**src/rtl/pdm_mic_rx_if.sv**
```systemverilog
// Port bundle for the PDM microphone receiver: mic pins, capture enable,
// and the PCM valid/ready output channel.
interface pdm_mic_rx_if #(
    parameter int WIDTH = 8
);
    logic             en;
    logic             mic_data;
    logic             mic_clk;
    logic             mic_lrsel;
    logic [WIDTH-1:0] pcm_data;
    logic             pcm_valid;
    logic             pcm_ready;
    logic             overrun;
    logic             active;

    modport master (
        input  en,
        input  mic_data,
        input  pcm_ready,
        output mic_clk,
        output mic_lrsel,
        output pcm_data,
        output pcm_valid,
        output overrun,
        output active
    );

    modport slave (
        output en,
        output mic_data,
        output pcm_ready,
        input  mic_clk,
        input  mic_lrsel,
        input  pcm_data,
        input  pcm_valid,
        input  overrun,
        input  active
    );
endinterface

```
**src/rtl/pdm_mic_rx.sv**
```systemverilog
// PDM microphone receiver: generates mic_clk, counts ones per DECIM-bit window.
// Define PDM_SIGNED_EN for two's-complement PCM output (MSB inverted).
module pdm_mic_rx #(
    parameter int FI     = 100000000,
    parameter int FS     = 2000000,
    parameter int DECIM  = 128,
    parameter int WIDTH  = 8,
    parameter int SETTLE = 2
) (
    input  logic         clk,
    input  logic         reset,
    pdm_mic_rx_if.master bus
);
    localparam int HALF = FI / (2 * FS);
    localparam int DW   = (HALF > 1) ? $clog2(HALF) : 1;
    localparam int CW   = $clog2(DECIM + 1);
    localparam int AW   = (CW > WIDTH) ? CW : WIDTH + 1;
    localparam int SW   = (SETTLE > 1) ? $clog2(SETTLE) : 1;

    localparam logic [DW-1:0]    DIV_LAST = DW'(HALF - 1);
    localparam logic [AW-1:0]    CNT_LAST = AW'(DECIM - 1);
    localparam logic [WIDTH-1:0] SAT_W    = '1;
    localparam logic [WIDTH-1:0] MSB_W    = WIDTH'(1) << (WIDTH - 1);

    if (HALF < 2 || (FI % (2 * FS)) != 0) begin : g_bad_div
        $error("pdm_mic_rx: FI/(2*FS) must be an integer >= 2");
    end
    if (DECIM < 2 || DECIM > (1 << WIDTH)) begin : g_bad_decim
        $error("pdm_mic_rx: DECIM must lie in 2..2**WIDTH");
    end

    typedef enum logic [1:0] {
        S_IDLE,
        S_SETTLE,
        S_RUN
    } state_t;

    state_t           state_q, state_d;
    logic [DW-1:0]    div_q, div_d;
    logic             mclk_q, mclk_d;
    logic [AW-1:0]    cnt_q, cnt_d;
    logic [AW-1:0]    acc_q, acc_d;
    logic [SW-1:0]    set_q, set_d;
    logic [1:0]       sync_q;
    logic [WIDTH-1:0] data_q, data_d;
    logic             valid_q, valid_d;
    logic             ovr_q, ovr_d;

    logic             tick;
    logic             smp;
    logic             win_done;
    logic             load;
    logic [AW-1:0]    ones_w;
    logic [WIDTH-1:0] res_w;
    logic [WIDTH-1:0] pcm_w;

    // The sampled bit is counted into the window it closes.
    assign ones_w = acc_q + AW'(sync_q[1]);
    assign res_w  = (ones_w > AW'(SAT_W)) ? SAT_W : ones_w[WIDTH-1:0];

`ifdef PDM_SIGNED_EN
    assign pcm_w = res_w ^ MSB_W;
`else
    assign pcm_w = res_w;
`endif

    always_ff @(posedge clk or negedge reset) begin
        if (!reset) begin
            sync_q <= '0;
        end else begin
            sync_q <= {sync_q[0], bus.mic_data};
        end
    end

    always_ff @(posedge clk or negedge reset) begin
        if (!reset) begin
            state_q <= S_IDLE;
            div_q   <= '0;
            mclk_q  <= 1'b0;
            cnt_q   <= '0;
            acc_q   <= '0;
            set_q   <= '0;
        end else begin
            state_q <= state_d;
            div_q   <= div_d;
            mclk_q  <= mclk_d;
            cnt_q   <= cnt_d;
            acc_q   <= acc_d;
            set_q   <= set_d;
        end
    end

    always_comb begin
        state_d  = state_q;
        div_d    = div_q;
        mclk_d   = mclk_q;
        cnt_d    = cnt_q;
        acc_d    = acc_q;
        set_d    = set_q;
        tick     = 1'b0;
        smp      = 1'b0;
        win_done = 1'b0;
        if (!bus.en) begin
            state_d = S_IDLE;
            div_d   = '0;
            mclk_d  = 1'b0;
            cnt_d   = '0;
            acc_d   = '0;
            set_d   = '0;
        end else begin
            unique case (state_q)
                S_IDLE: begin
                    state_d = (SETTLE == 0) ? S_RUN : S_SETTLE;
                    div_d   = '0;
                    mclk_d  = 1'b0;
                    cnt_d   = '0;
                    acc_d   = '0;
                    set_d   = '0;
                end
                default: begin
                    tick  = (div_q == DIV_LAST);
                    div_d = tick ? '0 : div_q + 1'b1;
                    if (tick) begin
                        mclk_d = ~mclk_q;
                    end
                    // Sample on the falling toggle of mic_clk.
                    smp = tick && mclk_q;
                    if (smp) begin
                        win_done = (cnt_q == CNT_LAST);
                        cnt_d    = win_done ? '0 : cnt_q + 1'b1;
                        acc_d    = win_done ? '0 : ones_w;
                    end
                    if (win_done && state_q == S_SETTLE) begin
                        if (set_q == SW'(SETTLE - 1)) begin
                            state_d = S_RUN;
                            set_d   = '0;
                        end else begin
                            set_d = set_q + 1'b1;
                        end
                    end
                end
            endcase
        end
    end

    assign load = win_done && (state_q == S_RUN);

    always_comb begin
        data_d  = data_q;
        valid_d = valid_q;
        ovr_d   = ovr_q;
        if (load) begin
            data_d  = pcm_w;
            valid_d = 1'b1;
            if (valid_q && !bus.pcm_ready) begin
                ovr_d = 1'b1;
            end
        end else if (valid_q && bus.pcm_ready) begin
            valid_d = 1'b0;
        end
    end

    always_ff @(posedge clk or negedge reset) begin
        if (!reset) begin
            data_q  <= '0;
            valid_q <= 1'b0;
            ovr_q   <= 1'b0;
        end else begin
            data_q  <= data_d;
            valid_q <= valid_d;
            ovr_q   <= ovr_d;
        end
    end

    assign bus.mic_clk   = mclk_q;
    assign bus.mic_lrsel = 1'b0;
    assign bus.pcm_data  = data_q;
    assign bus.pcm_valid = valid_q;
    assign bus.overrun   = ovr_q;
    assign bus.active    = (state_q == S_RUN);
endmodule

```
**src/flat_wrapper.sv**
```systemverilog
// flat-port wrapper written by rule: the top's interface ports become plain ports
module pdm_mic_rx_flat 
#(
    parameter int FI     = 100000000,
    parameter int FS     = 2000000,
    parameter int DECIM  = 128,
    parameter int WIDTH  = 8,
    parameter int SETTLE = 2
)
  (clk, reset, bus_en, bus_mic_data, bus_pcm_ready, bus_mic_clk, bus_mic_lrsel, bus_pcm_data, bus_pcm_valid, bus_overrun, bus_active);
  pdm_mic_rx_if #(.WIDTH(WIDTH)) bus_i ();
  input  logic clk;
  input  logic reset;
  input wire logic [$bits(bus_i.en)-1:0] bus_en;
  input wire logic [$bits(bus_i.mic_data)-1:0] bus_mic_data;
  input wire logic [$bits(bus_i.pcm_ready)-1:0] bus_pcm_ready;
  output wire logic [$bits(bus_i.mic_clk)-1:0] bus_mic_clk;
  output wire logic [$bits(bus_i.mic_lrsel)-1:0] bus_mic_lrsel;
  output wire logic [$bits(bus_i.pcm_data)-1:0] bus_pcm_data;
  output wire logic [$bits(bus_i.pcm_valid)-1:0] bus_pcm_valid;
  output wire logic [$bits(bus_i.overrun)-1:0] bus_overrun;
  output wire logic [$bits(bus_i.active)-1:0] bus_active;
  assign bus_i.en = bus_en;
  assign bus_i.mic_data = bus_mic_data;
  assign bus_i.pcm_ready = bus_pcm_ready;
  assign bus_mic_clk = bus_i.mic_clk;
  assign bus_mic_lrsel = bus_i.mic_lrsel;
  assign bus_pcm_data = bus_i.pcm_data;
  assign bus_pcm_valid = bus_i.pcm_valid;
  assign bus_overrun = bus_i.overrun;
  assign bus_active = bus_i.active;
  pdm_mic_rx #(.FI(FI), .FS(FS), .DECIM(DECIM), .WIDTH(WIDTH), .SETTLE(SETTLE)) u_core (.clk(clk), .reset(reset), .bus(bus_i));
endmodule
```
**config.mk**
```make
export PLATFORM = sky130hd
export DESIGN_NAME = pdm_mic_rx_flat
export DESIGN_NICKNAME = d
export VERILOG_FILES = /design/src/rtl/pdm_mic_rx_if.sv /design/src/rtl/pdm_mic_rx.sv /design/src/flat_wrapper.sv
export SDC_FILE = /design/constraint.sdc
export NUM_CORES = 1
export LEC_CHECK = 0
export CAP_MARGIN = 0
export CORE_MARGIN = 1.5
export CORE_UTILIZATION = 35
export CTS_BUF_LIST = sky130_fd_sc_hd__clkbuf_2 sky130_fd_sc_hd__clkbuf_4 sky130_fd_sc_hd__clkbuf_8
export DETAILED_ROUTE_END_ITERATION = 8
export SYNTH_ARGS = -nofsm -noshare
export SYNTH_HDL_FRONTEND = slang
export SYNTH_SLANG_ARGS = --single-unit
```
**constraint.sdc**
```tcl
create_clock -name clk -period 3.9 [get_ports clk]
set_clock_uncertainty 0.15 [all_clocks]
set_input_delay 0.39 -clock clk [delete_from_list [all_inputs] [get_ports clk]]
set_output_delay 0.39 -clock clk [all_outputs]
set_load 0.05 [all_outputs]
```
Word level (Yosys, flattened, before mapping):

Index checks and enable logic that the tools add are counted.

* register bits: 39
* word-level logic and storage cells: 64

* bitwise operators: 1
* muxes and demuxes: 30
* eq/ne operators: 8
* order comparisons: 1
* add/subtract/negate cells: 4
* reduce and logical (&&, ||, !) cells: 10

Operator list (count)
* 2-to-1 mux 9 bit: 8
* 2-to-1 mux 5 bit: 3
* 2-to-1 mux 1 bit: 14
* != test 3 x 1 -> 1 bit, second input constant: 4
* adder 9 x 1 -> 9 bit: 1
* adder 9 x 1 -> 9 bit, second input constant: 1
* == test 9 x 7 -> 1 bit, second input constant: 1
* greater-than comparator 9 x 8 -> 1 bit, second input constant: 1
* 2-to-1 mux 2 bit: 4
* 2-to-1 mux 8 bit: 1
* adder 5 x 1 -> 5 bit, second input constant: 1
* == test 5 bit, second input constant: 1
* logical AND 1 bit: 5
* AND reduction 2 bit: 2
* == test 2 x 1 -> 1 bit, second input constant: 1
* == test 2 bit, second input constant: 1
* logical NOT 2 bit: 1
* nonzero test 2 bit: 1
* adder 1 bit, second input constant: 1
* logical NOT 1 bit: 1
* inverter 1 bit: 1

Logic depth before layout (Yosys ltp):

Gate-level depths: netlist of run 1.

* depth after elaboration: 9
* gate-level depth with buffers: 8
* mapped depth without buffers: 6

Worst setup path before layout of run 1:

Ideal clock, no wire load.

* path type: reg-to-reg
* start: register u_core.state_q[1]
* end: register u_core.data_q[0], in the netlist u_core.bus.pcm_data[0]
* arrival: 1.933 ns
* slack: 1.751 ns
* library setup time: 0.066 ns
* stages on the path, launching flop included: 6
* buffers on the path: 1
* path through: dfrtp_1 -> buf_2 -> nor2b_1 -> nand3_1 -> nor3_2 -> o22a_1

RTL lines
* start: declaration: line pdm_mic_rx.sv:38 `state_t state_q, state_d;`
* start signal: assignment: line pdm_mic_rx.sv:84 `state_q <= state_d;`
* == test 2 bit
* net bus_active: line flat_wrapper.sv:22 `output wire logic [$bits(bus_i.active)-1:0] bus_active;`
* logical AND 1 bit: line pdm_mic_rx.sv:146 `assign load = win_done && (state_q == S_RUN);`
* end signal: assignment: line pdm_mic_rx.sv:169 `data_q <= data_d;`
* end: declaration: line pdm_mic_rx.sv:45 `logic [WIDTH-1:0] data_q, data_d;`

The timed path passes the listed nets, and every way through them passes these cells.
A chain may end at the register's enable or synchronous reset.

Worst setup path in the final report of run 1:

* start: register u_core.state_q[1]
* end: output port bus_active

* cells in the longest elaborated chain, start to end: 1

RTL lines
* == test 2 bit: line pdm_mic_rx.sv:180 `assign bus.active = (state_q == S_RUN);`
* end: declaration: line flat_wrapper.sv:22

Every way passes these cells.

==> impl_metrics.py, run 1 <==
metrics = {
    "outcome": {
        "status": "complete, no violations",
    },
    "drt": {
        "route.detailed.wl_per_inst_um": 14.0,
        "num_vias": 1471,
        "drc": 0,
        "final_antenna_net_count": 0,
        "wirelength_um": 3860,
        "avgViaCountPerCell": 5.33,
        "drt_iter0_markers": 96,
        "first_pass_iters": 4,
    },
    "setup_path": {
        "crit_buf_inv": 1,
        "slowest_delay_ns": 0.84,
        "cp-start-kind": "flop",
        "cp_cell_sequence": "nor2b_1 -> clkdlybuf4s50_1",
        "worstSetupEndpointType": "output port",
        "critPathKind": "reg2out",
        "critPathRequiredTime_ns": 3.36,
        "worst-path-max-fanout": 8,
        "path_delay_family": "buffers and inverters",
        "cp.arrival_ns": 1.85,
        "critPathSlowestCell": "clkdlybuf4s50_1",
    },
    "grt": {
        "grt_use_total_pct": 14.4,
        "grt_pass1_wl_um": 6760,
        "gr-total-overflow": 0,
        "grt_max_degree": 40,
        "antenna_found_initial": 0,
        "grt_pass1_vias": 1422,
    },
    "clock_tree": {
        "cts_resized": 0,
        "cts-root-buf": "clkbuf_8",
        "cts_setup_buffers": 0,
        "cts.sinks": 39,
        "clock_path_buffers": 2,
        "hold_buffers": 0,
        "htree_levels": 2,
        "clk_latency_ns": 0.29,
        "cts_tree": "yes",
        "cts_buffers": 5,
        "clk_pin_slew_ns": 0.07,
    },
    "sta": {
        "fin_tns_setup_ns": 0,
        "setup_viol": 0,
        "slew_viol_final": 0,
        "rsz0062_at_grt": "false",
        "max_slew.worst_pin.slew_ns": 0.866,
        "slew_headroom_pct": 42.2,
        "fin_crit_ns": 2.39,
        "fin_crit_sh_pct": 61.2,
        "fmax_ghz": 0.419,
        "hold_viol": 0,
    },
    "final_layout": {
        "area_delta_synth_final_pct": 16.5,
        "final-seq-area_um2": 976,
        "multi_input_area_um2": 893,
        "final_cell_mix": "39 x dfrtp_1, 21 x nand2_1, 15 x nand3_1, 15 x clkdlybuf4s50_1, 11 x nor2_1",
        "fin_util_pct": 43.1,
        "nets": 217,
        "design_area_um2": 2240,
        "layout-drive-gt1-share_pct": 6.80,
        "fillerInstances": 513,
        "layout.cells.most_common": "dfrtp_1",
        "diodes": 0,
    },
    "synth": {
        "yosysSeqAreaShare_pct": 50.7,
        "synth_warnings": 0,
        "synth_seq_cells": 39,
        "syn_area_um2": 1920,
        "synth_nets": 200,
        "yosysUniqueCellTypes": 42,
        "syn_avg_cell_area_um2": 10.2,
        "synthCells": 189,
    },
    "floorplanning": {
        "start_util_pct": 36.9,
        "die_area_um2": 5950,
        "die_h_um": 77.1,
        "io_pins": 18,
        "row_count": 26,
        "dieWidth_um": 77.1,
        "core_um2": 5200,
    },
    "worst_hold_path": {
        "hold_path.class": "in2async",
    },
    "pwr": {
        "combinationalPowerShare_pct": 3.2,
        "powerDensity_nw_per_um2": 339,
        "power_frac_seq_pct": 53.8,
        "finalPower_uw": 761,
        "vdd_ir_drop_max_v": 0.000194,
        "p_sw_share_pct": 20.2,
        "internal_power_uw": 607,
        "switchingPower_uw": 153,
        "clockPowerShare_pct": 43.0,
        "p_leak_uw": 0.000957,
    },
    "placement": {
        "dp_hpwl_um": 2640,
        "placed_cell_area_um2": 2130,
        "gp_congestion": 0.808,
        "portBuffers": 16,
    },
    "flow_run": {
        "drv_cap": 0,
    },
}
## cell usage after synthesis
cell type / instances / area share, %
dfrtp_1: 39 / 51
nand2_1: 21 / 4.1
nand3_1: 15 / 3.9
nor2_1: 11 / 2.1
a21oi_1: 10 / 2.6
o21ai_0: 8 / 2.1
o22a_1: 8 / 3.6
ha_1: 6 / 3.9
inv_1: 6 / 1.2
or3_1: 6 / 2.0
nand4_1: 5 / 1.6
xor2_1: 5 / 2.3
a21o_1: 4 / 1.6
buf_2: 4 / 1.0
xnor2_1: 4 / 1.8
a22o_1: 3 / 1.4
nand2b_1: 3 / 0.98
a31oi_1: 2 / 0.65
and3_1: 2 / 0.65
and4b_1: 2 / 1.0
nor3_1: 2 / 0.52
nor4_1: 2 / 0.65
o211ai_1: 2 / 0.78
a2111o_1: 1 / 0.59
a2111oi_2: 1 / 0.78
a31o_2: 1 / 0.46
a32oi_1: 1 / 0.46
and4_1: 1 / 0.46
and4_4: 1 / 0.59
and4bb_4: 1 / 0.85
buf_4: 1 / 0.39
clkbuf_1: 1 / 0.19
conb_1: 1 / 0.19
nand4b_1: 1 / 0.46
nor2b_1: 1 / 0.33
nor3_2: 1 / 0.52
o21a_1: 1 / 0.39
o21ai_2: 1 / 0.46
o21bai_1: 1 / 0.39
o31ai_1: 1 / 0.39
or4_1: 1 / 0.39
or4b_1: 1 / 0.52
## layout make-up
cell class / instances / share of cell area [%]
well taps: 70 / 3.91
multi-input cells: 138 / 39.9
clock inverters: 1 / 1.34
repair buffers: 16 / 6.92
inverters: 6 / 1.01
clock buffers: 6 / 3.41
flip-flops and latches: 39 / 43.6
## state kept, by name, summed over array words and instances, names as in the netlist
name,flops
u_core.sync_q,2
u_core.cnt_q,9
u_core.bus.overrun,1
u_core.bus.pcm_valid,1
u_core.state_q,2
u_core.bus.pcm_data,8
u_core.div_q,5
u_core.acc_q,9
u_core.set_q,1
u_core.bus.mic_clk,1
## worst register-to-register path, stage by stage, from the launching register on
cell and delay [ns]:
dfrtp_1 0.41, inv_1 0.07, ha_1 0.15, and4b_1 0.38
nand2_1 0.23, nor3_2 0.59, o22a_1 0.22
## cells by family (layout without fill, tap and decap cells)
kind of cell	count (synthesis)	in the layout	synth area share, %
other cells	1	1	0.195
xor+xnor	9	9	4.10
simple gates	77	77	21.7
compound gates	45	45	16.6
fa+ha+maj	6	6	3.90
flops	39	39	50.7
buf+inv	12	29	2.80
## final timing paths
path | startpoint | endpoint | slack, ns | depth (start not counted)
worst max-delay path | u_core.state_q[1] | bus_active | 1.51 | 2
worst min-delay path | reset | u_core.bus.pcm_valid | 0.07 | 1
worst max register to register | u_core.div_q[0] | u_core.bus.pcm_data[6] | 1.65 | 6
worst min register to register | u_core.sync_q[0] | u_core.sync_q[1] | 0.20 | 0
max in group asynchronous | reset | u_core.div_q[0] | 2.99 | 1
min in group clk | u_core.sync_q[0] | u_core.sync_q[1] | 0.20 | 0
## power by group through the flow
stage / clock [uW] / sequential, uW / combinational (uW)
after floorplan: 0 / 417 / 10.9
after global placement: 0 / 417 / 25.3
after global routing: 358 / 409 / 29.2
after CTS: 341 / 409 / 25.6
final: 327 / 409 / 24.4
after detailed placement: 0 / 417 / 25.5
## per-layer routing
metal / global-route usage (%) / routed length (um) / part of all wire [%] / vias to the layer above
li1: - / - / - / 726
met1: 19.1 / 1850 / 48 / 705
met2: 22.5 / 1800 / 47 / 34
met3: 3.57 / 140 / 3.6 / 6
met4: 5.27 / 69 / 1.8 / 0
met5: 0 / 0 / 0 / -
## metrics by stage
| stage | cells | setup WS [ns] | hold WS [ns] |
|---|---|---|---|
| 4_1_cts | 276 | 1.49 | 0.106 |
| 3_5_place_dp | 269 | 1.52 | 0.186 |
| 6_report | 276 | 1.51 | 0.0686 |
| 2_1_floorplan | 189 | 1.75 | -0.0556 |
| 5_1_grt | 276 | 1.43 | 0.141 |
| 3_3_place_gp | 269 | 1.54 | 0.186 |
Note: power is estimated with default switching activity, not from simulation.
==> run 2: changes to the inputs <==
==> constraint.sdc (replaced) <==
create_clock -name clk -period 2.4 [get_ports clk]
set_clock_uncertainty 0.15 [all_clocks]
set_input_delay 0.24 -clock clk [delete_from_list [all_inputs] [get_ports clk]]
set_output_delay 0.24 -clock clk [all_outputs]
set_load 0.05 [all_outputs]
==> impl_metrics.py, run 2 (synthesis gave the netlist of run 1 again) <==
metrics = {
    "setup_path": {
        "cp-startpoint": "u_core.state_q[1]",
        "cp.arrival_ns": 1.85,
        "critPathRequiredTime_ns": 2.01,
        "worst-path-max-fanout": 8,
        "endpoint": "bus_active",
        "critPathKind": "reg2out",
        "worstSetupEndpointType": "output port",
        "rr_endpoint": "u_core.set_q",
        "r2r_slack_ns": 0.28,
        "rr_startpoint": "u_core.div_q[0]",
        "r2r_cells": 6,
        "cp-start-kind": "flop",
    },
    "clock_tree": {
        "cts-root-buf": "clkbuf_8",
        "cts_setup_buffers": 0,
        "clock_path_buffers": 2,
        "cts.sinks": 39,
        "cts_buffers": 5,
        "htree_levels": 2,
        "cts_tree": "yes",
        "hold_buffers": 1,
        "clk_latency_ns": 0.28,
        "clk_pin_slew_ns": 0.07,
        "cts_resized": 0,
    },
    "floorplanning": {
        "core_um2": 5200,
        "io_pins": 18,
        "die_h_um": 77.1,
        "die_area_um2": 5950,
        "row_count": 26,
        "dieWidth_um": 77.1,
        "start_util_pct": 36.9,
    },
    "flow_run": {
        "drv_cap": 0,
    },
    "sta": {
        "fin_crit_ns": 2.24,
        "rsz0062_at_grt": "false",
        "setup_viol": 0,
        "slew_headroom_pct": 49.3,
        "fin_crit_sh_pct": 93.4,
        "fmax_ghz": 0.446,
        "hold_viol": 0,
        "fin_tns_setup_ns": 0,
        "slew_viol_final": 0,
        "max_slew.worst_pin.slew_ns": 0.760,
    },
    "final_layout": {
        "diodes": 0,
        "final_cell_mix": "39 x dfrtp_1, 21 x nand2_1, 15 x nand3_1, 15 x clkdlybuf4s50_1, 11 x nor2_1",
        "layout.cells.most_common": "dfrtp_1",
        "nets": 223,
        "final-seq-area_um2": 976,
        "area_delta_synth_final_pct": 18.1,
        "fillerInstances": 539,
        "layout-drive-gt1-share_pct": 9.39,
        "multi_input_area_um2": 893,
    },
    "drt": {
        "final_antenna_net_count": 0,
        "num_vias": 1465,
        "drt_iter0_markers": 101,
        "wirelength_um": 3720,
        "route.detailed.wl_per_inst_um": 13.2,
        "avgViaCountPerCell": 5.18,
        "first_pass_iters": 4,
        "drc": 0,
    },
    "pwr": {
        "powerDensity_nw_per_um2": 506,
        "finalPower_uw": 1150,
        "p_leak_uw": 0.000980,
        "vdd_ir_drop_max_v": 0.000352,
    },
    "grt": {
        "grt_pass1_vias": 1466,
        "gr-total-overflow": 0,
        "grt_pass1_wl_um": 6670,
        "grt_use_total_pct": 13.8,
        "grt_max_degree": 23,
        "antenna_found_initial": 0,
    },
    "placement": {
        "portBuffers": 16,
        "gp_congestion": 0.802,
        "dp_hpwl_um": 2680,
    },
    "outcome": {
        "status": "complete, no violations",
    },
    "worst_hold_path": {
        "hold_path.class": "reg2reg",
    },
}
run 2: worst min path at each step:
| stage | start | end | slack, ns | depth (start not counted) |
|---|---|---|---|---|
| 2_1_floorplan | reset | u_core.acc_q[0] | -0.21 | 0 |
| 5_1_grt | u_core.sync_q[0] | u_core.sync_q[1] | 0.22 | 0 |
| 4_1_cts | u_core.sync_q[0] | u_core.sync_q[1] | 0.20 | 0 |
| 3_5_place_dp | reset | u_core.bus.pcm_valid | 0.05 | 1 |
| 6_report | u_core.sync_q[0] | u_core.sync_q[1] | 0.20 | 0 |
| 3_3_place_gp | reset | u_core.bus.pcm_valid | 0.05 | 1 |
run 2: report_power, final:
group	total (uW)	internal (uW)	switching, uW
Sequential	665	661	3.75
Combinational	42.0	12.2	29.9
Clock	444	227	217
Total	1150	900	251
run 2: metrics by stage:
stage                     cells  setup slack, ns  area [um2]  util (%)  hold WS (ns)
after floorplan             189            0.251        1920         -        -0.206
after global placement      274            0.292        2170      41.7        0.0521
after detailed placement    274            0.241        2170      41.7        0.0513
after CTS                   283            0.146        2270      43.6         0.202
after global routing        283           0.0746        2270      43.6         0.224
final                       283            0.158        2270      43.6         0.200
run 2: layer usage:
| layer | part of all wire (%) | track usage (%) |
|---|---|---|
| met1 | 50 | 18.5 |
| met2 | 47 | 22.4 |
| met4 | 0.70 | 3.45 |
| met5 | 0 | 0 |
| met3 | 3.0 | 3.45 |
run 2: layout make-up:
| type | instances | area share, % |
|---|---|---|
| flip-flops and latches | 39 | 43.0 |
| multi-input cells | 138 | 39.3 |
| repair buffers | 22 | 8.93 |
| well taps | 70 | 3.86 |
| clock buffers | 7 | 3.69 |
| inverters | 6 | 0.992 |
| clock inverters | 1 | 0.220 |
run 2: worst max-delay path, stage by stage, from the launching register on:
cell	delay [ns]
dfrtp_1	0.47
nor2b_1	0.26
clkdlybuf4s50_1	0.84
